`config.mk`:
```
export PLATFORM = sky130hd
export DESIGN_NAME = store_align
export DESIGN_NICKNAME = d
export VERILOG_FILES = /design/src/rtl/store_align.sv
export SDC_FILE = /design/constraint.sdc
export NUM_CORES = 1
export LEC_CHECK = 0
export BUFFER_PORTS_ARGS = -buffer_cell sky130_fd_sc_hd__clkbuf_2
export CAP_MARGIN = 10
export CORE_ASPECT_RATIO = 1.2
export CORE_MARGIN = 1.5
export CORE_UTILIZATION = 57
export DETAILED_ROUTE_END_ITERATION = 10
export PLACE_DENSITY = 0.85
export SYNTH_ARGS = -nofsm -noshare
export SYNTH_HDL_FRONTEND = slang
export SYNTH_SLANG_ARGS = --single-unit
```
`constraint.sdc`:
```
create_clock -name clk -period 4.25 [get_ports clk]
set_input_delay 0.85 -clock clk [delete_from_list [all_inputs] [get_ports clk]]
set_output_delay 0.85 -clock clk [all_outputs]
set_load 0.1 [all_outputs]
```
`src/rtl/store_align.sv`:
```
// MEM-stage store formatter: narrows a register value into a lane-replicated,
// byte-enabled data-memory write and queues it in a 2-entry FIFO.
module store_align #(
  parameter int DEPTH = 2
) (
  input  logic        clk,
  input  logic        reset_n,
  input  logic        in_valid,
  output logic        in_ready,
  input  logic [31:0] in_data,
  input  logic [31:0] in_addr,
  input  logic [1:0]  in_size,
  input  logic        in_chk,
  output logic        out_valid,
  input  logic        out_ready,
  output logic [31:0] out_addr,
  output logic [31:0] out_data,
  output logic [3:0]  out_be,
  output logic        out_err,
  output logic        out_ovf,
  output logic [7:0]  err_count
);

  localparam logic [1:0] FULL_COUNT = 2'(DEPTH);

  typedef struct packed {
    logic [31:0] addr;
    logic [31:0] data;
    logic [3:0]  be;
    logic        err;
    logic        ovf;
  } entry_t;

  entry_t [1:0] mem_q, mem_d;
  logic         wr_ptr_q, wr_ptr_d;
  logic         rd_ptr_q, rd_ptr_d;
  logic [1:0]   count_q, count_d;
  logic [7:0]   err_count_q, err_count_d;

  entry_t fmt;
  entry_t head;
  logic   push, pop;
  logic   fits_byte, fits_half;

  // A value survives sign-extending reload only if all bits above the
  // narrow field's sign bit replicate that sign bit.
  assign fits_byte = (&in_data[31:7])  | ~(|in_data[31:7]);
  assign fits_half = (&in_data[31:15]) | ~(|in_data[31:15]);

  always_comb begin
    fmt      = '0;
    fmt.addr = {in_addr[31:2], 2'b00};
    fmt.data = in_data;
    case (in_size)
      2'b00: begin
        fmt.data = {4{in_data[7:0]}};
        fmt.be   = 4'b0001 << in_addr[1:0];
        fmt.ovf  = in_chk & ~fits_byte;
      end
      2'b01: begin
        fmt.data = {2{in_data[15:0]}};
        fmt.be   = 4'b0011 << in_addr[1:0];
        fmt.err  = in_addr[0];
        fmt.ovf  = in_chk & ~fits_half;
      end
      2'b10: begin
        fmt.be  = 4'b1111;
        fmt.err = |in_addr[1:0];
      end
      default: begin
        fmt.err = 1'b1;
      end
    endcase
    if (fmt.err) begin
      fmt.be = '0;
    end
  end

  assign head      = mem_q[rd_ptr_q];
  assign in_ready  = (count_q != FULL_COUNT);
  assign out_valid = (count_q != 2'd0);
  assign out_addr  = head.addr;
  assign out_data  = head.data;
  assign out_be    = head.be;
  assign out_err   = head.err;
  assign out_ovf   = head.ovf;
  assign err_count = err_count_q;

  assign push = in_valid & in_ready;
  assign pop  = out_valid & out_ready;

  always_comb begin
    mem_d       = mem_q;
    wr_ptr_d    = wr_ptr_q ^ push;
    rd_ptr_d    = rd_ptr_q ^ pop;
    count_d     = count_q;
    err_count_d = err_count_q;
    if (push) begin
      mem_d[wr_ptr_q] = fmt;
    end
    case ({push, pop})
      2'b10:   count_d = count_q + 2'd1;
      2'b01:   count_d = count_q - 2'd1;
      default: count_d = count_q;
    endcase
    if (pop && (head.err || head.ovf) && (err_count_q != 8'hFF)) begin
      err_count_d = err_count_q + 8'd1;
    end
  end

  always_ff @(posedge clk or negedge reset_n) begin
    if (!reset_n) begin
      mem_q       <= '0;
      wr_ptr_q    <= 1'b0;
      rd_ptr_q    <= 1'b0;
      count_q     <= '0;
      err_count_q <= '0;
    end else begin
      mem_q       <= mem_d;
      wr_ptr_q    <= wr_ptr_d;
      rd_ptr_q    <= rd_ptr_d;
      count_q     <= count_d;
      err_count_q <= err_count_d;
    end
  end

endmodule

```
==> results of run 1 <==
==> sequential cells by signal, indices dropped and copies added, names as in the netlist <==
register and flops:
err_count 8, count_q 2, wr_ptr_q 1, mem_q 136, rd_ptr_q 1
==> per-layer routing <==
| layer | vias up | routed length (um) | track usage | share of wire |
|---|---|---|---|---|
| li1 | 2202 | - | - | - |
| met1 | 2430 | 6394 | 0.3324 | 0.42 |
| met2 | 183 | 7654 | 0.4059 | 0.50 |
| met3 | 31 | 922 | 0.05547 | 0.060 |
| met4 | 0 | 359 | 0.09559 | 0.023 |
| met5 | - | 0 | 0 | 0 |
==> layout by cell type, fill, tap and decap left out, drive strengths merged, types with 3 or more instances in the layout <==
cell type	count
a21oi	36
buf	4
bufinv	3
clkbuf	167
clkinvlp	6
dfrtp	148
ha	4
inv	9
mux2	169
mux2i	24
nand2	13
nand3	4
nand4	9
nor2	41
nor4	5
o21ai	11
xnor2	10
==> cell families (layout without fill, tap and decap cells) <==
group	count (synthesis)	in the layout	share of synthesized area
and+or+nand+nor	86	86	0.06160
AOI/OAI and AO/OA	56	56	0.04638
other	1	2	0.0005367
buffers and inverters	43	191	0.03080
muxes	193	193	0.3084
DFF	148	148	0.5301
xor gates and xnor gates	12	12	0.01504
adders and majority gates	4	4	0.007164
==> per-stage QoR <==
step                        util  std cells  area [um^2]  setup slack, ns  hold WS, ns
after floorplan                -        544         6990            1.715       0.4472
after global placement    0.6512        821         7815            1.622       0.4640
after detailed placement  0.6512        821         7815            1.578       0.4897
after CTS                 0.7020        853         8426            1.173       0.4976
after global routing      0.7020        853         8426            1.105       0.5160
final                     0.7020        853         8426            1.177       0.4801
==> area by class of cell <==
| class | count | area [um^2] | area share |
|---|---|---|---|
| Multi-Input combinational cell | 353 | 3097 | 0.3675 |
| Tap cell | 161 | 201.4 | 0.02391 |
| Clock inverter | 12 | 153.9 | 0.01827 |
| Inverter | 8 | 30.03 | 0.003564 |
| Clock buffer | 20 | 456.7 | 0.05420 |
| Sequential cell | 148 | 3705 | 0.4397 |
| Timing Repair Buffer | 151 | 782.0 | 0.09281 |
==> Yosys cell counts (3+ instances only) <==
| cell type | count |
|---|---|
| buf_2 | 25 |
| clkbuf_1 | 3 |
| nand4_1 | 8 |
| ha_1 | 4 |
| dfrtp_1 | 148 |
| inv_1 | 8 |
| nand2_1 | 12 |
| a21oi_1 | 36 |
| xnor2_1 | 10 |
| mux2_2 | 166 |
| nor4_1 | 5 |
| mux2i_1 | 24 |
| o21ai_0 | 11 |
| mux2_4 | 3 |
| buf_4 | 4 |
| nand3_1 | 4 |
| nor2_1 | 40 |
==> worst min-delay path by stage <==
stage                   end  depth (start not counted)
2_1_floorplan      mem_q[0]                          2
3_3_place_gp       mem_q[0]                          2
3_5_place_dp   err_count[5]                          1
4_1_cts        err_count[5]                          1
5_1_grt          mem_q[107]                          1
6_report       err_count[1]                          1
==> worst max-delay path: cells and delay by family (launching register included) <==
kind / cells / cell delay, ns
multiplexers: 1 / 0.39
flip-flops: 1 / 0.64
buffers and inverters: 2 / 0.71
==> impl_metrics.toml, run 1 <==
[run_status]
status = "complete, no violations"

[layout]
num-fill-cells = 894
drive_gt1_frac = 0.5202
syn2layout_area_growth_pct = 20.59
final_nets = 754
antenna_cells = 0

[timing]
maxSlewViolCount = 0
fin_skew_ns = 0.01054
tightest_slew_ns = 1.106
setup-violations-final = 0
finalHoldViolations = 0
slew-limit-headroom = 0.2624
finalSetupTns_ns = 0
rsz0062_at_grt = "false"
fmax_mhz = 325.4
period_minus_slack_ns = 3.073
finalCritPeriodShare = 0.7231

[worst_setup_path]
cp_max_fo = 53
endpoint_kind = "output port"
path_class = "reg2out"
r2r-start = "count_q[0]"
crit_path_end = "out_data[4]"
critPathMaxStageDelay_ns = 0.64
path_cells = "buf_12 > mux2_2 > clkbuf_2"
crit_arrival_ns = 2.22
slowest_stage = "dfrtp_2"
worstSetupStartpoint = "rd_ptr_q"
r2r-end = "mem_q[0]"
worstSetupStartpointType = "register"
r2r_setup_slack_ns = 1.88
worst-r2r-cell-count = 5
critPathRequiredTime_ns = 3.40

[logic_synthesis]
netlist_instances = 543
synth_edf_count = 0
synth_largest_area_cell = "dfrtp_1"
ys_top_cells_by_area = "dfrtp_1 (53%), mux2_2 (27%), mux2i_1 (3.4%), a21oi_1 (2.6%), nor2_1 (2.1%)"
synth_top_area_frac = 0.5301
syn_area_um2 = 6987
ys_seq_area_frac = 0.5301
yosysWarnings = 0
ys_async_sr_fraction = 1.000
ys_seq_elements = 148
synth_flop_cell = "dfrtp_1"
synth_cell_types = 40
postSynthAreaPerCell_um2 = 12.87

[global_routing]
antenna_found_initial = 0
grt_start_max_net_pins = 93
grt_pass1_vias = 5185
grt_first_pass_wirelength_um = 25700
grt-ovfl-total = 0
grt.total_usage = 0.2510

[floorplan]
start_util = 0.5822
io_pins = 151
die_y_um = 124.3
dieArea_um2 = 12930
rows = 44
core_um2 = 12000
fp.dieW_um = 104.1

[cts]
root_buffer = "clkbuf_16"
ctsResizeCount = 0
cts_hold_buf = 0
cts.clk_slew.worst_paths_ns = 0.06
cts.path.max_buffers = 2
clk_latency_ns = 0.42
cts_max_level = 4
cts_inserted_buffers = 17
cts_tree = "built"
postCtsSetupRepairBufs = 0
clock_sinks = 148

[drt]
vias = 4846
drc = 0
avgRoutedWirePerCell_um = 17.97
drt_iter0_drc = 212
viasPerCell = 5.681
ant_nets = 0
routed_wl_um = 15330
first_pass_iters = 4

[place]
place_congestion = 0.9149
hpwl_um = 10090
port_buffers = 148

[run]
drv_cap = 0

[hold_path]
holdCritPathClass = "in2async"
Power of run 1 is left out: the tool's default activity adds up to more than one toggle a clock period on the data nets, which glitch-free logic cannot reach.
==> run 2: changes to the inputs <==
- CORE_UTILIZATION: 57 -> 55
- PLACE_DENSITY: 0.85 -> 0.83
- clock period: 4.25 -> 2.99 ns (I/O delays scaled with it)
==> impl_metrics.toml, run 2 (same netlist as run 1, synthesis figures left out) <==
[layout]
syn2layout_area_growth_pct = 21.08
largest_reg_flops = 136
regMostFlops = "mem_q"
layout_commonest_cell = "mux2_2"
final_cell_mix = "mux2_2 (166), dfrtp_1 (147), clkbuf_2 (147), nor2_1 (40), a21oi_1 (36)"
final_nets = 759
drive_gt1_frac = 0.5194
antenna_cells = 0
num-fill-cells = 881

[drt]
drc = 0
routed_wl_um = 15520
vias = 4848
first_pass_iters = 4
viasPerCell = 5.650
ant_nets = 0
drt_iter0_drc = 179
avgRoutedWirePerCell_um = 18.08

[cts]
cts_max_level = 4
clock_sinks = 148
cts_tree = "built"
root_buffer = "clkbuf_16"
ctsResizeCount = 0
cts.clk_slew.worst_paths_ns = 0.06
cts_hold_buf = 0
cts_inserted_buffers = 17
cts.path.max_buffers = 2
postCtsSetupRepairBufs = 0
clk_latency_ns = 0.41

[floorplan]
die_y_um = 126.5
core_um2 = 12220
io_pins = 151
dieArea_um2 = 13390
rows = 44
start_util = 0.5717
fp.dieW_um = 105.9

[timing]
fmax_mhz = 383.6
setup-violations-final = 0
finalSetupTns_ns = 0
fin_skew_ns = 0.007288
finalCritPeriodShare = 0.8718
slew-limit-headroom = 0.4834
finalHoldViolations = 0
tightest_slew_ns = 0.7749
period_minus_slack_ns = 2.607
maxSlewViolCount = 0
rsz0062_at_grt = "false"

[global_routing]
grt_first_pass_wirelength_um = 25340
grt_start_max_net_pins = 85
antenna_found_initial = 0
grt-ovfl-total = 0
grt.total_usage = 0.2415
grt_pass1_vias = 5080

[worst_setup_path]
crit_arrival_ns = 2.01
path_buf_inv = 2
path_class = "reg2out"
worstSetupStartpointType = "register"
path_cells = "buf_4 > mux2_2 > clkbuf_2"
critPathRequiredTime_ns = 2.39
slowest_stage = "mux2_2"
critPathTopFamily = "buffers and inverters"
cp_max_fo = 36
critPathMaxStageDelay_ns = 0.42
endpoint_kind = "output port"

[place]
place_congestion = 0.9225
hpwl_um = 10580
port_buffers = 148

[run]
drv_cap = 0

[run_status]
status = "complete, no violations"

[hold_path]
holdCritPathClass = "in2async"
==> run 2: cell count changes in the layout (fill, tap and decap cells not counted), sizes merged <==
cell / delta
clkinv: +3
clkbuf: +4
inv: -1
buf: +5
bufinv: -1
clkinvlp: -5
==> run 2: layout make-up <==
cell class | count | area (um^2) | share of cell area
flip-flops and latches | 148 | 3705 | 0.4380
multi-input cells | 353 | 3097 | 0.3661
repair buffers | 156 | 844.6 | 0.09984
clock buffers | 24 | 481.7 | 0.05694
well taps | 161 | 201.4 | 0.02381
clock inverters | 8 | 100.1 | 0.01183
inverters | 8 | 30.03 | 0.003550
==> run 2: path summary, 6_finish.rpt <==
check                                  start           end  slack (ns)  cells past startpoint
worst max register to register    count_q[0]     mem_q[25]        0.84                      7
worst min-delay path                 reset_n  err_count[6]        0.23                      1
min in group clk                 in_addr[31]     mem_q[69]        0.43                      2
max in group asynchronous            reset_n    mem_q[105]        2.03                      2
worst max-delay path                rd_ptr_q   out_data[1]        0.38                      3
worst min register to register  err_count[5]  err_count[5]        0.49                      1
==> run 2: layer usage <==
metal | wire length, um | vias up | GRT usage
met5 | 0 | - | 0
met4 | 348 | 0 | 0.09777
met3 | 885 | 28 | 0.05242
met2 | 7817 | 168 | 0.3995
met1 | 6464 | 2445 | 0.3100
li1 | - | 2207 | -
==> run 2: per-stage QoR <==
step / utilization / hold WS, ns / cells / worst slack (ns) / cell area [um^2]
6_report: 0.6922 / 0.2295 / 858 / 0.3833 / 8459
5_1_grt: 0.6922 / 0.2979 / 858 / 0.2987 / 8459
4_1_cts: 0.6922 / 0.2550 / 858 / 0.3825 / 8459
3_5_place_dp: 0.6446 / 0.4787 / 826 / 0.7824 / 7878
3_3_place_gp: 0.6446 / 0.4620 / 826 / 0.8287 / 7878
2_1_floorplan: - / 0.3024 / 544 / 0.4549 / 6990
Power of run 2 is left out for the same reason.
==> run 3: changes to the inputs <==
- CORE_UTILIZATION: 55 -> 50
- CTS_BUF_LIST: not set -> sky130_fd_sc_hd__clkbuf_8
- PLACE_DENSITY: 0.83 -> 0.76
==> impl_metrics.toml, run 3 (same netlist as run 1, synthesis figures left out) <==
[worst_setup_path]
endpoint_kind = "output port"
cp_max_fo = 69
path_class = "reg2out"
critPathRequiredTime_ns = 2.39
worstSetupStartpointType = "register"
crit_arrival_ns = 2.00

[run]
drv_cap = 0

[layout]
multiInputGateArea_um2 = 3097
regMostFlops = "mem_q"
layout_commonest_cell = "mux2_2"
drive_gt1_frac = 0.5201
area.sequential_um2 = 3705
final_nets = 761
num-fill-cells = 1104
syn2layout_area_growth_pct = 19.77
antenna_cells = 0
largest_reg_flops = 136
final_cell_mix = "mux2_2 (166), dfrtp_1 (147), clkbuf_2 (147), nor2_1 (40), a21oi_1 (36)"

[cts]
postCtsSetupRepairBufs = 0
root_buffer = "clkbuf_8"
cts_max_level = 4
cts_inserted_buffers = 17
cts_tree = "built"
ctsResizeCount = 0
cts_hold_buf = 0
cts.clk_slew.worst_paths_ns = 0.07
clock_sinks = 148
clk_latency_ns = 0.45
cts.path.max_buffers = 2

[place]
port_buffers = 148
place_congestion = 0.8370
hpwl_um = 10830

[global_routing]
grt-ovfl-total = 0
grt_start_max_net_pins = 73
antenna_found_initial = 0
grt.total_usage = 0.2188
grt_pass1_vias = 5063
grt_first_pass_wirelength_um = 25220

[drt]
drt_iter0_drc = 239
ant_nets = 0
viasPerCell = 5.503
avgRoutedWirePerCell_um = 17.48
vias = 4782
drc = 0
routed_wl_um = 15190
first_pass_iters = 4

[run_status]
status = "complete, no violations"

[timing]
tightest_slew_ns = 0.7394
finalCritPeriodShare = 0.8683
slew-limit-headroom = 0.5071
finalHoldViolations = 0
rsz0062_at_grt = "false"
fmax_mhz = 385.2
period_minus_slack_ns = 2.596
finalSetupTns_ns = 0
setup-violations-final = 0
maxSlewViolCount = 0
fin_skew_ns = 0.008719

[floorplan]
fp.dieW_um = 110.9
dieArea_um2 = 14690
io_pins = 151
die_y_um = 132.5
core_um2 = 13700
rows = 47
start_util = 0.5099

[hold_path]
holdCritPathClass = "in2async"
[run 3: cell count changes in the layout (fill, tap and decap cells not counted), sizes merged]
cell	previous run	this run
bufinv	2	5
buf	9	11
clkbuf	171	166
clkinvlp	1	2
inv	8	12
clkinv	5	1
[run 3: path summary, 6_finish.rpt]
| check | start | to | slack (ns) | depth (start not counted) |
|---|---|---|---|---|
| max in group asynchronous | reset_n | rd_ptr_q | 2.07 | 2 |
| worst min register to register | mem_q[70] | mem_q[70] | 0.49 | 2 |
| min in group clk | in_addr[28] | mem_q[66] | 0.39 | 2 |
| worst max register to register | count_q[0] | mem_q[112] | 0.97 | 5 |
| worst max-delay path | rd_ptr_q | out_data[24] | 0.39 | 3 |
| worst min-delay path | reset_n | err_count[6] | 0.10 | 1 |
[run 3: critical path: stages (launching register included)]
cell and delay, ns:
dfrtp_2 0.37, buf_12 0.36, mux2_2 0.42, clkbuf_2 0.38
[run 3: metrics by stage]
stage / worst slack (ns) / hold WS, ns / cell area, um^2 / util / instances
2_1_floorplan: 0.4549 / 0.3024 / 6990 / - / 544
3_3_place_gp: 0.8820 / 0.4620 / 7918 / 0.5778 / 838
3_5_place_dp: 0.8702 / 0.4682 / 7918 / 0.5778 / 838
4_1_cts: 0.3674 / 0.09780 / 8368 / 0.6107 / 869
5_1_grt: 0.3292 / 0.1225 / 8368 / 0.6107 / 869
6_report: 0.3939 / 0.1021 / 8368 / 0.6107 / 869
[run 3: layout make-up]
cell class,count,area share
Clock inverter,12,0.02258
Sequential cell,148,0.4427
Multi-Input combinational cell,353,0.3701
Tap cell,171,0.02557
Clock buffer,19,0.03125
Timing Repair Buffer,158,0.1042
Inverter,8,0.003589
[run 3: per-layer routing]
layer	share of wire	GRT usage
met3	0.055	0.05497
met4	0.029	0.1019
met5	0	0
met2	0.50	0.3704
met1	0.42	0.2632
Power of run 3 is left out for the same reason.
